File: src/rtl/video_types.sv
// Shared video types: palette selectors, 2-bit shades, decoded palettes and bus addresses.
package video_types;

  typedef enum logic [1:0] {
    BGP  = 2'd0,
    OBP0 = 2'd1,
    OBP1 = 2'd2
  } PaletteType;

  typedef logic [1:0] Color;

  // indexedColors[j] occupies raw bits [2j+1:2j]
  typedef struct packed {
    Color [3:0] indexedColors;
  } Palette;

  localparam logic [15:0] PAL_BGP_ADDR    = 16'hFF47;
  localparam logic [15:0] PAL_OBP0_ADDR   = 16'hFF48;
  localparam logic [15:0] PAL_OBP1_ADDR   = 16'hFF49;
  localparam logic [7:0]  PAL_RESET_VALUE = 8'hE4;

  function automatic Palette decode_palette(input logic [7:0] raw);
    return Palette'(raw);
  endfunction

endpackage

File: src/rtl/palette_lookup_pipe.sv
// Two-stage valid/ready lookup pipe: S1 resolves (palette, index) to a shade, S2 presents it.
module palette_lookup_pipe
  import video_types::*;
(
  input  logic           clk,
  input  logic           reset,
  input  Palette [2:0]   i_palettes,
  input  logic           i_lk_valid,
  output logic           o_lk_ready,
  input  logic [1:0]     i_lk_palette,
  input  logic [1:0]     i_lk_index,
  output logic           o_px_valid,
  input  logic           i_px_ready,
  output Color           o_px_shade,
  output logic           o_px_transparent
);

  logic r_s1_valid;
  Color r_s1_shade;
  logic r_s1_transp;
  logic r_s2_valid;
  Color r_s2_shade;
  logic r_s2_transp;

  logic w_s2_free;
  logic w_s1_adv;
  logic w_accept;
  Color w_shade;
  logic w_transp;

  assign w_s2_free  = !r_s2_valid || i_px_ready;
  assign w_s1_adv   = r_s1_valid && w_s2_free;
  assign o_lk_ready = !r_s1_valid || w_s1_adv;
  assign w_accept   = i_lk_valid && o_lk_ready;

  // Selector 3 is illegal: report transparent black rather than flag an error
  always_comb begin
    w_shade  = '0;
    w_transp = 1'b1;
    case (i_lk_palette)
      2'd0: begin
        w_shade  = i_palettes[0].indexedColors[i_lk_index];
        w_transp = 1'b0;
      end
      2'd1: begin
        w_shade  = i_palettes[1].indexedColors[i_lk_index];
        w_transp = (i_lk_index == 2'd0);
      end
      2'd2: begin
        w_shade  = i_palettes[2].indexedColors[i_lk_index];
        w_transp = (i_lk_index == 2'd0);
      end
      default: begin
        w_shade  = '0;
        w_transp = 1'b1;
      end
    endcase
  end

  always_ff @(posedge clk or posedge reset) begin
    if (reset) begin
      r_s1_valid  <= 1'b0;
      r_s1_shade  <= '0;
      r_s1_transp <= 1'b0;
      r_s2_valid  <= 1'b0;
      r_s2_shade  <= '0;
      r_s2_transp <= 1'b0;
    end else begin
      if (w_accept) begin
        r_s1_valid  <= 1'b1;
        r_s1_shade  <= w_shade;
        r_s1_transp <= w_transp;
      end else if (w_s1_adv) begin
        r_s1_valid <= 1'b0;
      end
      if (w_s2_free) begin
        r_s2_valid <= r_s1_valid;
        if (r_s1_valid) begin
          r_s2_shade  <= r_s1_shade;
          r_s2_transp <= r_s1_transp;
        end
      end
    end
  end

  assign o_px_valid       = r_s2_valid;
  assign o_px_shade       = r_s2_shade;
  assign o_px_transparent = r_s2_transp;

endmodule

File: src/rtl/palette_regfile.sv
// DMG palette registers (BGP/OBP0/OBP1): bus write/read decode plus the renderer lookup pipe.
module palette_regfile
  import video_types::*;
#(
  parameter int unsigned            ADDR_SIZE     = 16,
  parameter int unsigned            DATA_SIZE     = 8,
  parameter logic [ADDR_SIZE-1:0]   BGP_ADDR      = ADDR_SIZE'(PAL_BGP_ADDR),
  parameter logic [ADDR_SIZE-1:0]   OBP0_ADDR     = ADDR_SIZE'(PAL_OBP0_ADDR),
  parameter logic [ADDR_SIZE-1:0]   OBP1_ADDR     = ADDR_SIZE'(PAL_OBP1_ADDR),
  parameter logic [7:0]             RESET_PALETTE = PAL_RESET_VALUE,
  parameter bit                     DEBUG_OUT     = 1'b0
) (
  input  logic                  clk,
  input  logic                  reset,
  input  logic [ADDR_SIZE-1:0]  bus_addr,
  input  logic [DATA_SIZE-1:0]  bus_wdata,
  input  logic                  bus_we,
  input  logic                  bus_re,
  output logic [DATA_SIZE-1:0]  bus_rdata,
  output logic                  bus_rvalid,
  input  logic                  lk_valid,
  output logic                  lk_ready,
  input  logic [1:0]            lk_palette,
  input  logic [1:0]            lk_index,
  output logic                  px_valid,
  input  logic                  px_ready,
  output logic [1:0]            px_shade,
  output logic                  px_transparent,
  output logic [2:0][3:0][1:0]  dbg_palettes
);

  logic [2:0][7:0]      r_pal;
  logic                 r_rvalid;
  logic [DATA_SIZE-1:0] r_rdata;

  logic [2:0]   w_hit;
  logic [7:0]   w_rd_sel;
  Palette [2:0] w_palettes;

  assign w_hit[0] = (bus_addr == BGP_ADDR);
  assign w_hit[1] = (bus_addr == OBP0_ADDR);
  assign w_hit[2] = (bus_addr == OBP1_ADDR);

  always_comb begin
    w_rd_sel = '0;
    for (int p = 0; p < 3; p++) begin
      if (w_hit[p]) w_rd_sel = r_pal[p];
      w_palettes[p] = decode_palette(r_pal[p]);
    end
  end

  // Read samples the pre-write value, so a same-cycle write+read returns the old contents
  always_ff @(posedge clk or posedge reset) begin
    if (reset) begin
      r_pal    <= {3{RESET_PALETTE}};
      r_rvalid <= 1'b0;
      r_rdata  <= '0;
    end else begin
      for (int p = 0; p < 3; p++) begin
        if (bus_we && w_hit[p]) r_pal[p] <= bus_wdata[7:0];
      end
      r_rvalid <= bus_re && (|w_hit);
      r_rdata  <= (bus_re && (|w_hit)) ? DATA_SIZE'(w_rd_sel) : '0;
    end
  end

  assign bus_rvalid = r_rvalid;
  assign bus_rdata  = r_rdata;

  if (DEBUG_OUT) begin : g_dbg
    assign dbg_palettes = w_palettes;
  end else begin : g_no_dbg
    assign dbg_palettes = '0;
  end

  palette_lookup_pipe u_pipe (
    .clk              (clk),
    .reset            (reset),
    .i_palettes       (w_palettes),
    .i_lk_valid       (lk_valid),
    .o_lk_ready       (lk_ready),
    .i_lk_palette     (lk_palette),
    .i_lk_index       (lk_index),
    .o_px_valid       (px_valid),
    .i_px_ready       (px_ready),
    .o_px_shade       (px_shade),
    .o_px_transparent (px_transparent)
  );

endmodule
File: config.mk
export PLATFORM = sky130hd
export DESIGN_NAME = palette_regfile
export DESIGN_NICKNAME = d
export VERILOG_FILES = /design/src/rtl/video_types.sv /design/src/rtl/palette_lookup_pipe.sv /design/src/rtl/palette_regfile.sv
export SDC_FILE = /design/constraint.sdc
export NUM_CORES = 1
export LEC_CHECK = 0
export CORE_MARGIN = 2
export CORE_UTILIZATION = 39
export DETAILED_ROUTE_END_ITERATION = 8
export PLACE_DENSITY = 0.69
export SLEW_MARGIN = 20
export SYNTH_ARGS = -nofsm -noshare
export SYNTH_HDL_FRONTEND = slang
export SYNTH_SLANG_ARGS = --single-unit
export TNS_END_PERCENT = 50
File: constraint.sdc
create_clock -name clk -period 4.2 [get_ports clk]
set_input_delay 0.42 -clock clk [delete_from_list [all_inputs] [get_ports clk]]
set_output_delay 0.42 -clock clk [all_outputs]
set_load 0.05 [all_outputs]
Word-level counts from Yosys, hierarchy flattened
Index checks and enable logic that the tools add are counted.

cells by class
  mux-type cells = 14
  equal/unequal tests = 5
  magnitude comparators = 1
  reductions and logical operators = 16

operator list
  operator                count
  $eq A16 B16 Y1 const B  3
  $mux W8                 4
  $bmux W2 S2             3
  $logic_and A1 B1 Y1     6
  $mux W2                 3
  $pmux W2 S3             1
  $logic_not A2 Y1        2
  $lt A2 B3 Y1 const B    1
  $reduce_or A3 Y1        1
  $eq A2 B1 Y1 const B    1
  $eq A2 B2 Y1 const B    1
  $logic_not A1 Y1        2
  $logic_or A1 B1 Y1      2
  $mux W1                 2
  $pmux W1 S2             1
  $reduce_and A2 Y1       1
  $reduce_bool A2 Y1      1
  $reduce_or A2 Y1        1

word-level totals
  output and inout port bits = 38
  flip-flop bits (word level) = 41
  input port bits = 34
  word-level logic and storage cells = 47

Longest topological paths before layout
Gate-level depths: netlist (run 1).

  depth after elaboration = 6
  mapped depth = 6
  gate-level depth less buffers = 5

Modules after synthesis
A second synthesis (run 1) with hierarchy kept.

unflattened totals
  cells, all modules = 182
  area total of the unflattened synthesis = 2,217.1 um^2

by module, submodules not included
  module               area an instance (um^2)  seq. area each (um^2)  cells an instance  times used
  palette_regfile      1,654.1                  840.8                  136                1
  palette_lookup_pipe  563.0                    200.2                  46                 1

Worst setup path after synthesis (run 1)
No wires, ideal clock.

  path kind = input -> register
  from = input bus_addr[14]
  to = register r_pal[11] (netlist name)
  arrival time = 2,003 ps
  buffers on the path = 2
  stages on the path = 6
  library setup time = 125 ps
  data required time = 4,075 ps
  path slack = 2,072 ps
  cell sequence = nand4_1 > or4_1 > buf_2 > or4_4 > buf_6 > mux2_4

between the ends
  longest elaborated chain between the ends = 2

RTL lines
  element                         RTL line               RTL
  start: declaration              palette_regfile.sv:15  input logic [ADDR_SIZE-1:0] bus_addr,
  $eq A16 B16 Y1                  palette_regfile.sv:41  assign w_hit[1] = (bus_addr == OBP0_ADDR);
  $logic_and A1 B1 Y1             palette_regfile.sv:60  if (bus_we && w_hit[p]) r_pal[p] <= bus_wdata[7:0];
  end signal: assignment          palette_regfile.sv:55  r_pal <= {3{RESET_PALETTE}};
  end signal: indexed assignment  palette_regfile.sv:60
  end: declaration                palette_regfile.sv:32  logic [2:0][7:0] r_pal;

No other way between the ends.
A chain may end at the register's enable or synchronous reset.

Worst setup path in the final report (run 1)
  from = input bus_addr[0]
  to = register r_pal[0] (netlist name)

between the ends
  longest elaborated chain between the ends = 2

RTL lines
  element              RTL line               RTL
  $eq A16 B16 Y1       palette_regfile.sv:40  assign w_hit[0] = (bus_addr == BGP_ADDR);
  $logic_and A1 B1 Y1  palette_regfile.sv:60

No other way between the ends.

==> results of run 1 <==
## where the power goes
part / total [mW] / internal [mW] / switching [mW]
clock: 0.242 / 0.118 / 0.124
combinational: 0.142 / 0.0467 / 0.0956
sequential: 0.404 / 0.401 / 0.00299
## Yosys cell counts, drive strengths merged
master   n  area, µm²
o21ai    9       45.0
nand4    2       12.5
nand2   16       60.1
a211oi   1       12.5
conb     1       3.75
o211ai   1       7.51
or4      4       37.5
a21oi    1       5.00
nand2b   4       25.0
a22oi    2       15.0
dfrtp   29        726
a22o     2       17.5
o211a    8       80.1
dfstp   12        315
and4     1       8.76
nor2    12       45.0
a32oi    1       8.76
clkbuf   6       22.5
buf     27        208
and4b    1       10.0
inv      5       18.8
nand3    1       5.00
ha       4       50.1
mux2    31        409
nand3b   1       7.51
nor3     1       10.0
mux4     4       90.1
## state kept, by name (all words and copies together), names as in the netlist
| register | flops |
|---|---|
| u_pipe.o_px_transparent | 1 |
| r_pal | 24 |
| u_pipe.o_px_valid | 1 |
| u_pipe.o_px_shade | 2 |
| u_pipe.r_s1_shade | 2 |
| u_pipe.r_s1_transp | 1 |
| bus_rvalid | 1 |
| bus_rdata | 8 |
| u_pipe.r_s1_valid | 1 |
## metrics by stage
step                setup slack (ps)  std cells  utilization, %  area, µm²
floorplan                       2070        210               -       2340
CTS                             1680        305            49.8       2760
finish                          1680        305            49.8       2760
global placement                1480        297            48.4       2680
detailed placement              1380        297            48.4       2680
global route                    1490        305            49.8       2760
## tightest hold or removal path, stage by stage, from the launching register on
cell and delay (ps):
sky130_fd_sc_hd__dfrtp_1 350, sky130_fd_sc_hd__nand2_1 40, sky130_fd_sc_hd__o21ai_0 60
## layer usage
metal	vias up	GRT usage, %	part of all wire [%]
met5	-	0	0
met4	0	3.05	0.71
met3	4	4.38	7.2
met2	60	23.8	48
met1	742	21.1	44
li1	697	-	-
## cell families after synthesis
kind of cell               count (synthesis)  share of synthesized area (%)
buffers and inverters                     38                           11.0
other                                      1                          0.166
adders and majority gates                  4                           2.22
AOI/OAI and AO/OA                         25                           8.49
muxes                                     35                           22.1
DFF                                       41                           46.1
and+or+nand+nor                           43                           9.82
## worst max-delay path by stage
stage | endpoint | from | slack [ps]
2_1_floorplan | r_pal[11]$_DFFE_PP0P_ | bus_addr[14] | 2070
3_3_place_gp | r_pal[0]$_DFFE_PP0P_ | bus_addr[0] | 1480
3_5_place_dp | r_pal[0]$_DFFE_PP0P_ | bus_addr[0] | 1380
4_1_cts | r_pal[0]$_DFFE_PP0P_ | bus_addr[0] | 1680
5_1_grt | r_pal[1]$_DFFE_PP0P_ | bus_addr[0] | 1490
6_report | r_pal[0]$_DFFE_PP0P_ | bus_addr[0] | 1680
## cell type report
class | count | area share [%]
multi-input cells | 131 | 38.1
repair buffers | 48 | 17.3
well taps | 72 | 3.26
inverters | 5 | 0.680
clock buffers | 8 | 2.90
flip-flops and latches | 41 | 37.7
==> results_dict.tcl, run 1 <==
set metrics [dict create \
    run_status "completed" \
    synth.yosys.seq_area_share_pct 46.1 \
    io-pin-count 72 \
    grt_antenna_before_repair 0 \
    finalHoldWorstSlack_ps 485 \
    synthesis.instances 187 \
    drt-pass1-iter-count 4 \
    cell_area_after_synthesis_mm2 0.00226 \
    layout_min_cycle_time_ps 2520 \
    grt.total_usage_pct 15.2 \
    flops_latches_synth 41 \
    clkSinkCount 41 \
    grt.overflow.total 0 \
    cts-resized-gates 0 \
    rsz0062_at_grt "no" \
    pins_over_their_slew_limit 0 \
    dieArea_mm2 0.00641 \
    grt_max_degree 42 \
    synth_cell_type_count 31 \
    multi_input_area_mm2 0.00105 \
    endpoint_class_of_the_critical_path "flop" \
    hold_buffers 0 \
    floorplan.die.height_um 80.1 \
    timing.critical_path.from_type "input pin" \
    drive_above_1_share_pct 24.5 \
    vias 1503 \
    hold_class "reg2reg" \
    total_power_mw 0.789 \
    area.sequential_mm2 0.00104 \
    initial_utilization_pct 40.7 \
    fin_setup_tns_ps 0 \
    timing.critical_path.slowest_stage_cell "sky130_fd_sc_hd__clkdlybuf4s50_1" \
    report.final.setup_viol 0 \
    most-common-layout-cells "sky130_fd_sc_hd__clkdlybuf4s50_1 (47), sky130_fd_sc_hd__dfrtp_1 (29), sky130_fd_sc_hd__conb_1 (24)" \
    clk_path_buf_depth 2 \
    clk_transition_reported_paths_ps 70 \
    average_wire_length_per_cell_after_detail_routing_um 14.7 \
    num_antenna_cells 0 \
    final.period_utilization_pct 60.0 \
    cts_tree "yes" \
    critical_path.n_buffers_inverters 2 \
    drt-total-wl_mm 4.49 \
    layout_commonest_cell "sky130_fd_sc_hd__clkdlybuf4s50_1" \
    viasPerCell 4.93 \
    r2r-end "u_pipe.r_s1_shade[1]$_DFFE_PP0P_" \
    grt_pass1_vias 1445 \
    worst-path-stages 5 \
    cp_data_arrival_time_ps 2690 \
    drt_iter0_drc 78 \
    vdd_ir_drop_max_mv 0.132 \
    ff2ff_path_depth 4 \
    cts_inserted_buffers 5 \
    placement.io_buffers 47 \
    top_fanout_value_on_the_critical_path 11 \
    clock_skew_ps 6.56 \
    antenna_violation_net_count_after_detailed_routing 0 \
    whs_endpoint "u_pipe.r_s1_transp$_DFFE_PP0P_" \
    total_number_of_yosys_warnings 0 \
    cap_violations 0 \
    clock-root-buffer "sky130_fd_sc_hd__clkbuf_8" \
    p_per_area_mw_per_mm2 286 \
    cp_slowest_stage_delay_ps 700 \
    drt_drc_violations_left 0 \
    path_delay_family "simple AND/OR/NAND/NOR gates" \
    synth_area_per_cell_um2 12.1 \
    rows 27 \
    min_from "u_pipe.r_s1_transp$_DFFE_PP0P_" \
    actual_transition_at_the_worst_max_transition_pin_ps 705 \
    dp_hpwl_mm 3.35 \
    area_growth_from_synthesis_to_layout_pct 22.4 \
    globalplace.congestion 0.787 \
    global_route_wire_length_before_repair_mm 7.43 \
    r2r_setup_slack_ps 2740 \
    final-hold-violation-count 0 \
    core_area_mm2 0.00554 \
    die_width_um 80.1 \
    worstSetupPathType "in2reg" \
    min_path_cells 2 \
    max_clock_freq_ghz 0.397 \
    slew_headroom_pct 52.9 \
    required_ps 4370 \
    cts.htree.levels 2 \
    cts_setup_buffers 0 \
    num-fill-cells 509 \
    worstPathCellList "clkdlybuf4s50_1 > and4b_1 > inv_1 > nor3_2 > mux2_2" \
    startpoint_of_the_worst_slack_reg_to_reg_timing_path "r_pal[1]$_DFFE_PP0P_" \
    final_net_count 270 \
    power.static_leakage_nw 1.32 \
    insertion_delay_ps 290 \
]
Power figures use the tool's default switching activity.
==> run 2, diff against run 1 <==
Settings changed: PLACE_DENSITY 0.69 to 0.72.
Clock period 4.2 ns to 2.2 ns, I/O delays scaled along.
==> results_dict.tcl, run 2 (synthesis results as in run 1) <==
set metrics [dict create \
    vias 1547 \
    initial_utilization_pct 40.7 \
    endpoint_class_of_the_critical_path "flop" \
    hold_buffers 0 \
    pre_cts_ws_ps -206 \
    drt-pass1-iter-count 5 \
    viasPerCell 4.90 \
    grt_pass1_vias 1543 \
    layout_commonest_cell "sky130_fd_sc_hd__clkdlybuf4s50_1" \
    seq_power_share_pct 50.9 \
    actual_transition_at_the_worst_max_transition_pin_ps 502 \
    insertion_delay_ps 290 \
    fin_setup_tns_ps 0 \
    share_of_total_power_in_the_clock_network_pct 30.6 \
    hold_class "in2async" \
    slew_headroom_pct 66.5 \
    clk_path_buf_depth 2 \
    cts_tree "yes" \
    area_growth_from_synthesis_to_layout_pct 25.9 \
    cts_setup_buffers 0 \
    p_per_area_mw_per_mm2 534 \
    cp_data_arrival_time_ps 2280 \
    drt_iter0_drc 74 \
    grt.overflow.total 0 \
    final-hold-violation-count 0 \
    clk_transition_reported_paths_ps 80 \
    layout_min_cycle_time_ps 2100 \
    num_antenna_cells 0 \
    drive_above_1_share_pct 28.3 \
    power_switching_share_pct 28.3 \
    placement.io_buffers 47 \
    num-fill-cells 494 \
    pins_over_their_slew_limit 0 \
    antenna_violation_net_count_after_detailed_routing 0 \
    vdd_ir_drop_max_mv 0.265 \
    power.combinational.fraction_pct 18.5 \
    average_wire_length_per_cell_after_detail_routing_um 14.6 \
    max_clock_freq_ghz 0.476 \
    postLayoutSetupSlackWorst_ps 97.6 \
    worstSetupPathType "in2reg" \
    core_area_mm2 0.00554 \
    switchingPower_mw 0.429 \
    grt_max_degree 42 \
    registers.top_by_ff_count "r_pal" \
    timing.critical_path.from_type "input pin" \
    final_net_count 281 \
    largest_reg_flops 24 \
    clock-root-buffer "sky130_fd_sc_hd__clkbuf_8" \
    clock_skew_ps 4.99 \
    globalplace.congestion 0.898 \
    cts-resized-gates 0 \
    global_route_wire_length_before_repair_mm 7.58 \
    final.period_utilization_pct 95.6 \
    dieArea_mm2 0.00641 \
    rows 27 \
    grt.total_usage_pct 15.6 \
    drt_drc_violations_left 0 \
    cap_violations 0 \
    io-pin-count 72 \
    area.sequential_mm2 0.00104 \
    die_width_um 80.1 \
    dp_hpwl_mm 3.35 \
    drt-total-wl_mm 4.62 \
    run_status "completed" \
    report.final.setup_viol 0 \
    top_fanout_value_on_the_critical_path 8 \
    power.static_leakage_nw 1.37 \
    multi_input_area_mm2 0.00105 \
    cts.htree.levels 2 \
    most-common-layout-cells "sky130_fd_sc_hd__clkdlybuf4s50_1 (46), sky130_fd_sc_hd__dfrtp_1 (29), sky130_fd_sc_hd__conb_1 (24)" \
    floorplan.die.height_um 80.1 \
    internal_mw 1.09 \
    rsz0062_at_grt "no" \
    required_ps 2380 \
    grt_antenna_before_repair 0 \
    clkSinkCount 41 \
    cts_inserted_buffers 5 \
]
[run 2: cell count changes in the layout (fill, tap and decap cells not counted), sizes merged]
cell and change:
buf +12, clkdlybuf4s50 -1
[run 2: final timing paths]
check,startpoint,endpoint,slack [ps],cells after the start
setup / recovery,bus_addr[10],r_pal[17]$_DFFE_PP0P_,100,5
hold / removal,reset,u_pipe.o_px_shade[0]$_DFFE_PP0P_,350,3
setup reg to reg,r_pal[1]$_DFFE_PP0P_,u_pipe.r_s1_shade[1]$_DFFE_PP0P_,730,4
hold reg to reg,u_pipe.r_s1_transp$_DFFE_PP0P_,u_pipe.r_s1_transp$_DFFE_PP0P_,490,2
max in group asynchronous,reset,r_pal[14]$_DFFE_PP1P_,1470,3
min in group clk,u_pipe.r_s1_transp$_DFFE_PP0P_,u_pipe.r_s1_transp$_DFFE_PP0P_,490,2
[run 2: power groups by stage]
stage | clock (mW) | sequential (mW) | combinational [mW]
after floorplan | 0 | 0.808 | 0.186
after global placement | 0 | 0.785 | 0.279
after detailed placement | 0 | 0.785 | 0.281
after CTS | 0.473 | 0.771 | 0.282
after global routing | 0.511 | 0.772 | 0.301
final | 0.463 | 0.771 | 0.281
[run 2: final cells by class]
cell class | instances | area share, %
Timing Repair Buffer | 59 | 19.6
Sequential cell | 41 | 36.7
Clock buffer | 8 | 2.82
Multi-Input combinational cell | 131 | 37.0
Inverter | 5 | 0.661
Tap cell | 72 | 3.17
[run 2: routing by layer]
| layer | share of wire (%) | GRT usage, % | vias to the layer above |
|---|---|---|---|
| met5 | 0 | 0 | - |
| met2 | 49 | 25.7 | 55 |
| met1 | 45 | 20.4 | 764 |
| met3 | 4.9 | 3.60 | 5 |
| met4 | 0.65 | 4.75 | 0 |
| li1 | - | - | 723 |
[run 2: per-stage QoR]
step,utilization (%),hold WS [ps],instance area [µm²],cells,power (mW)
final,51.3,355,2840,316,1.52
after global placement,49.8,465,2760,308,1.06
after floorplan,-,328,2340,210,0.995
after CTS,51.3,376,2840,316,1.53
after detailed placement,49.8,471,2760,308,1.07
after global routing,51.3,427,2840,316,1.58
[run 2: critical path, cell delays in order]
cell,delay (ps)
sky130_fd_sc_hd__clkdlybuf4s50_1,460
sky130_fd_sc_hd__nand4_1,90
sky130_fd_sc_hd__or4_1,530
sky130_fd_sc_hd__or4_4,640
sky130_fd_sc_hd__mux2_4,340
